===== config.mk =====
export PLATFORM = sky130hd
export DESIGN_NAME = if_fetch_queue
export DESIGN_NICKNAME = d
export VERILOG_FILES = /design/src/rtl/if_fetch_queue.sv
export SDC_FILE = /design/constraint.sdc
export NUM_CORES = 1
export LEC_CHECK = 0
export CAP_MARGIN = 20
export CORE_MARGIN = 1.5
export CORE_UTILIZATION = 38
export DETAILED_ROUTE_END_ITERATION = 7
export SKIP_LAST_GASP = 1
export SYNTH_ARGS = -nofsm -noshare
export SYNTH_HDL_FRONTEND = slang
export SYNTH_SLANG_ARGS = --single-unit

===== constraint.sdc =====
create_clock -name clk -period 8.68 [get_ports clk]
set_input_delay 0.868 -clock clk [delete_from_list [all_inputs] [get_ports clk]]
set_output_delay 0.868 -clock clk [all_outputs]
set_load 0.02 [all_outputs]

===== src/rtl/if_fetch_queue.sv =====
// if_fetch_queue: instruction fetch front end with a small in-order queue.
// Issues one imem request at a time from a fetch PC, tags each request with a
// redirect epoch, and buffers returned instructions for decode.
//
// Ports:
//   clk, rst                     clock, synchronous active-high reset
//   ex_take_branch_out           redirect request from execute
//   ex_target_PC_out [XLEN]      redirect target (low two bits ignored)
//   proc2Imem_req / _addr        fetch request valid / word-aligned address
//   Imem2proc_valid / _data      fetch response (one per request)
//   id_ready                     decode takes the head entry this cycle
//   if_valid_inst_out            head entry valid
//   if_PC_out/if_NPC_out/if_IR_out  head PC, PC+4, instruction
//   if_count_out                 queue occupancy

`ifndef NOOP_INST
`define NOOP_INST 32'h0000_0013
`endif

module if_fetch_queue #(
  parameter int unsigned     XLEN     = 32,
  parameter int unsigned     DEPTH    = 4,
  parameter logic [XLEN-1:0] RESET_PC = '0
) (
  input  logic                   clk,
  input  logic                   rst,
  input  logic                   ex_take_branch_out,
  input  logic [XLEN-1:0]        ex_target_PC_out,
  output logic                   proc2Imem_req,
  output logic [XLEN-1:0]        proc2Imem_addr,
  input  logic                   Imem2proc_valid,
  input  logic [XLEN-1:0]        Imem2proc_data,
  input  logic                   id_ready,
  output logic                   if_valid_inst_out,
  output logic [XLEN-1:0]        if_PC_out,
  output logic [XLEN-1:0]        if_NPC_out,
  output logic [XLEN-1:0]        if_IR_out,
  output logic [$clog2(DEPTH):0] if_count_out
);

  localparam int unsigned     PW         = $clog2(DEPTH);
  localparam int unsigned     CW         = PW + 1;
  localparam logic [XLEN-1:0] ALIGN_MASK = ~(XLEN'(3));
  localparam logic [XLEN-1:0] INST_BYTES = XLEN'(4);

  // Architectural state
  logic [XLEN-1:0] fpc_q, fpc_d;
  logic            pend_q, pend_d;
  logic            epoch_q, epoch_d;
  logic            tag_q, tag_d;
  logic [XLEN-1:0] req_pc_q, req_pc_d;
  logic [PW-1:0]   head_q, head_d;
  logic [PW-1:0]   tail_q, tail_d;
  logic [CW-1:0]   count_q, count_d;
  logic [XLEN-1:0] last_pc_q, last_pc_d;

  logic [XLEN-1:0] pc_mem_q [DEPTH];
  logic [XLEN-1:0] ir_mem_q [DEPTH];

  logic            has_head_c;
  logic [CW-1:0]   occ_c;
  logic            issue_c;
  logic            rsp_c;
  logic            enq_c;
  logic            deq_c;

  // Handshake qualifiers; redirect and reset dominate every queue action
  assign has_head_c = (count_q != '0);
  assign occ_c      = count_q + CW'(pend_q);
  assign issue_c    = !rst && !pend_q && (occ_c < CW'(DEPTH)) && !ex_take_branch_out;
  assign rsp_c      = !rst && Imem2proc_valid && pend_q;
  assign enq_c      = rsp_c && (tag_q == epoch_q) && !ex_take_branch_out;
  assign deq_c      = !rst && has_head_c && id_ready && !ex_take_branch_out;

  // Next-state logic
  always_comb begin
    fpc_d     = fpc_q;
    pend_d    = pend_q;
    epoch_d   = epoch_q;
    tag_d     = tag_q;
    req_pc_d  = req_pc_q;
    head_d    = head_q;
    tail_d    = tail_q;
    count_d   = count_q;
    last_pc_d = has_head_c ? pc_mem_q[head_q] : last_pc_q;

    if (issue_c) begin
      pend_d   = 1'b1;
      tag_d    = epoch_q;
      req_pc_d = fpc_q;
      fpc_d    = fpc_q + INST_BYTES;
    end else if (rsp_c) begin
      pend_d = 1'b0;
    end

    if (ex_take_branch_out) begin
      fpc_d   = ex_target_PC_out & ALIGN_MASK;
      epoch_d = ~epoch_q;
      // Retag the in-flight request with the old epoch so it stays stale even
      // if further redirects flip the epoch back before it returns.
      tag_d   = epoch_q;
      head_d  = '0;
      tail_d  = '0;
      count_d = '0;
    end else begin
      if (enq_c) tail_d = tail_q + PW'(1);
      if (deq_c) head_d = head_q + PW'(1);
      count_d = count_q + CW'(enq_c) - CW'(deq_c);
    end
  end

  // State registers
  always_ff @(posedge clk) begin
    if (rst) begin
      fpc_q     <= RESET_PC & ALIGN_MASK;
      pend_q    <= 1'b0;
      epoch_q   <= 1'b0;
      tag_q     <= 1'b0;
      req_pc_q  <= RESET_PC;
      head_q    <= '0;
      tail_q    <= '0;
      count_q   <= '0;
      last_pc_q <= RESET_PC;
    end else begin
      fpc_q     <= fpc_d;
      pend_q    <= pend_d;
      epoch_q   <= epoch_d;
      tag_q     <= tag_d;
      req_pc_q  <= req_pc_d;
      head_q    <= head_d;
      tail_q    <= tail_d;
      count_q   <= count_d;
      last_pc_q <= last_pc_d;
    end
  end

  // Queue storage; contents are only meaningful under count_q
  always_ff @(posedge clk) begin
    if (enq_c) begin
      pc_mem_q[tail_q] <= req_pc_q;
      ir_mem_q[tail_q] <= Imem2proc_data;
    end
  end

  assign proc2Imem_req     = issue_c;
  assign proc2Imem_addr    = fpc_q & ALIGN_MASK;
  assign if_valid_inst_out = !rst && has_head_c;
  assign if_count_out      = count_q;

  // Head view; an empty queue shows a NOP at the last head PC
  always_comb begin
    if_PC_out = last_pc_q;
    if_IR_out = XLEN'(`NOOP_INST);
    if (rst) begin
      if_PC_out = RESET_PC;
    end else if (has_head_c) begin
      if_PC_out = pc_mem_q[head_q];
      if_IR_out = ir_mem_q[head_q];
    end
  end

  assign if_NPC_out = if_PC_out + INST_BYTES;

endmodule


==> impl_metrics.yaml <==
timing:
  tns_ps: 0
  hold_slack_ps: 477.9
  period_share_pct: 67.16
  hold_viol: 0
  rsz0062_at_grt: "no"
  min_period_ps: 5829
  setup_violations: 0
  tightest_slew_ps: 1027
  skew_ps: 15.63
  max_freq_ghz: 0.1715
  relSlewSlack_pct: 31.51
  slew_violations: 0
  finalWorstSetupSlack_ps: 2851
power:
  power_density_nw_per_um2: 196.8
  p_comb_share_pct: 3.7
  p_switching_w: 0.0007182
  seq_power_share_pct: 52.6
  pwr-share-clk_pct: 43.6
  ir_drop_uv: 123.6
  p_int_w: 0.002759
  p_leak_nw: 6.066
  p_sw_share_pct: 20.66
critical_path:
  reg2reg_slack_ps: 5930
  path_cells: "buf_2, nor4_4, buf_4, nand4_1, a211oi_1, nand4_1, nor4b_1, xor2_1, clkdlybuf4s50_1"
  cpMostUsedCell: "nand4_1"
  worst_r2r_path_depth: 11
  cp_data_arrival_time_ps: 4960
  slowest_stage: "nand4_1"
  critPathKind: "input pin to output port"
  reg2reg_to: "if_count_out[2]"
  reg2reg_from: "if_count_out[2]"
  setup.worst_path.end_class: "output port"
  crit_required_ps: 7810
  cp_slowest_stage_delay_ps: 670
  path_max_fanout: 43
  crit_buf_inv: 3
  crit_family: "simple AND/OR/NAND/NOR gates"
  worstSetupStartpointType: "input pin"
logic_synthesis:
  syn-cell-area_um2: 14160
  ys_warn_count: 0
  syn_inst: 961
  synthFlopType: "edfxtp_1"
  post_synth.cell_area_avg_um2: 14.73
  netlist.top_cell.by_area: "edfxtp_1"
  synth_top_area_share_pct: 52.60
  synthTopCellsByArea: "edfxtp_1, dfxtp_1, mux4_2, nand2_1, xor2_1"
  ys_async_sr_fraction_pct: 0
  synth-seq-cells: 352
  synth.distinct_cells: 47
  synth-edff-count: 248
  ys_seq_area_share_pct: 67.30
clock_network:
  path_clk_slew_ps: 60
  clk_path_buf_depth: 3
  postCtsSetupBuffers: 0
  root_buffer: "clkbuf_16"
  clock_latency_ps: 530
  ctsResizeCount: 0
  ctsHoldBuffers: 0
  clock_sinks: 352
  cts_tree: "yes"
  cts_htree_levels: 2
  cts_inserted_buffers: 38
finish:
  final_cell_area_um2: 17670
  final_cell_mix: "edfxtp_1, clkdlybuf4s50_1, nand2_1, dfxtp_1, mux4_2"
  fin_nets: 1227
  area_growth_pct: 24.79
  layout_commonest_cell: "edfxtp_1"
  layout-drive-gt1-share_pct: 11.65
  antenna_cells: 0
  final_util_pct: 48.26
floorplanning:
  die_width_um: 196.0
  core_area_um2: 36610
  io_pins: 202
  die_area_um2: 38430
  die_y_um: 196.0
  rows: 70
  start_util_pct: 38.67
hold_path:
  whs_path_depth: 2
  min_path_type: "register to register"
  holdCritStartpoint: "tag_q"
  hold_path_end: "tag_q"
route:
  drc: 0
  drtPass1Iterations: 6
  drt_wl_total_mm: 32.52
  met3_length_mm: 1.584
  wl_per_cell_um: 19.78
  drt_iter0_markers: 540
  postRouteAntennaNets: 0
  met1Wirelength_mm: 15.62
  highest_layer: "met4"
  wl_met2_mm: 14.72
  avgViaCountPerCell: 5.153
  num_vias: 8471
run:
  drv_cap: 0
place:
  gp_congestion: 0.7725
  dp_slack_ps: 2784
  portBuffers: 197
  place_area_um2: 16510
  dp_hpwl_mm: 20.11
global_routing:
  antenna_found_initial: 0
  grt_overflow_total: 0
  grt_pass1_wl_mm: 50.18
  grt_max_degree: 63
  grt_pass1_vias: 8438
  grt_usage_pct: 17.07
status:
  outcome: "complete, no violations"
## area by class of cell
cell class / count / area [µm²]
Tap cell: 468 / 585.6
Fill cell: 3204 / 18940
Inverter: 13 / 48.80
Clock buffer: 50 / 1027
Multi-Input combinational cell: 538 / 4308
Clock inverter: 17 / 130.1
Sequential cell: 352 / 9534
Timing Repair Buffer: 206 / 2034
## worst max-delay path by stage
stage	slack, ps	startpoint	depth (start not counted)	end
2_1_floorplan	3870	rst	12	if_NPC_out[26]
3_3_place_gp	2970	rst	9	if_NPC_out[30]
3_5_place_dp	2780	rst	9	if_NPC_out[24]
4_1_cts	2780	rst	9	if_NPC_out[24]
5_1_grt	2380	rst	9	if_NPC_out[24]
6_report	2850	rst	9	if_NPC_out[24]
## layer usage
| layer | GRT usage (%) | up-vias |
|---|---|---|
| li1 | - | 4027 |
| met1 | 25.17 | 4171 |
| met2 | 26.16 | 232 |
| met3 | 2.922 | 41 |
| met4 | 4.530 | 0 |
| met5 | 0 | - |
## cells by family (layout without fill, tap and decap cells)
logic type / count (synthesis) / in the layout / share of synthesized area, %
adder cells (fa/ha/maj): 9 / 9 / 0.8484
multiplexers: 70 / 70 / 10.43
flip-flops: 352 / 352 / 67.30
AND/OR/NAND/NOR: 283 / 283 / 9.906
other: 1 / 2 / 0.02649
AO/OA/AOI/OAI: 111 / 111 / 5.223
XOR/XNOR: 63 / 63 / 3.897
buffers and inverters: 72 / 286 / 2.368
## cells in the mapped netlist, types with 12 or more instances
| library cell | n |
|---|---|
| a211oi_1 | 14 |
| a21oi_1 | 53 |
| a22o_1 | 23 |
| and3_1 | 41 |
| clkbuf_1 | 36 |
| dfxtp_1 | 104 |
| edfxtp_1 | 248 |
| inv_1 | 12 |
| mux4_2 | 62 |
| nand2_1 | 102 |
| nand3_1 | 17 |
| nand4_1 | 19 |
| nor2_1 | 53 |
| nor4_1 | 12 |
| xnor2_1 | 27 |
| xor2_1 | 36 |
## worst reg2reg max path, cell delays in order, from the launching register on
cell,delay [ps]
dfxtp_1,400
or3_1,450
buf_4,300
and3_1,280
ha_1,270
inv_1,50
ha_1,130
inv_1,50
fa_1,370
xor2_1,160
xnor2_1,140
nor2_1,50
## metrics by stage
stage	total power, W	std cells
3_3_place_gp	0.001993	1577
6_report	0.003477	1644
5_1_grt	0.003590	1644
2_1_floorplan	0.001920	962
4_1_cts	0.003516	1644
3_5_place_dp	0.001996	1577
## registers in the layout (all words and copies together) (netlist names), 2 cells and up, named ones only
name and flops:
tail_q 2, pc_mem_q 120, fpc_q 30, req_pc_q 30, if_count_out 3, last_pc_q 32, ir_mem_q 128, head_q 2
## power by group through the flow
stage | registers, W | clock network, W | logic, W
2_1_floorplan | 0.00187 | 0 | 0.0000518
3_3_place_gp | 0.00186 | 0 | 0.000129
3_5_place_dp | 0.00187 | 0 | 0.000130
4_1_cts | 0.00183 | 0.00156 | 0.000131
5_1_grt | 0.00183 | 0.00162 | 0.000141
6_report | 0.00183 | 0.00152 | 0.000130
(Power assumes the default switching activity.)
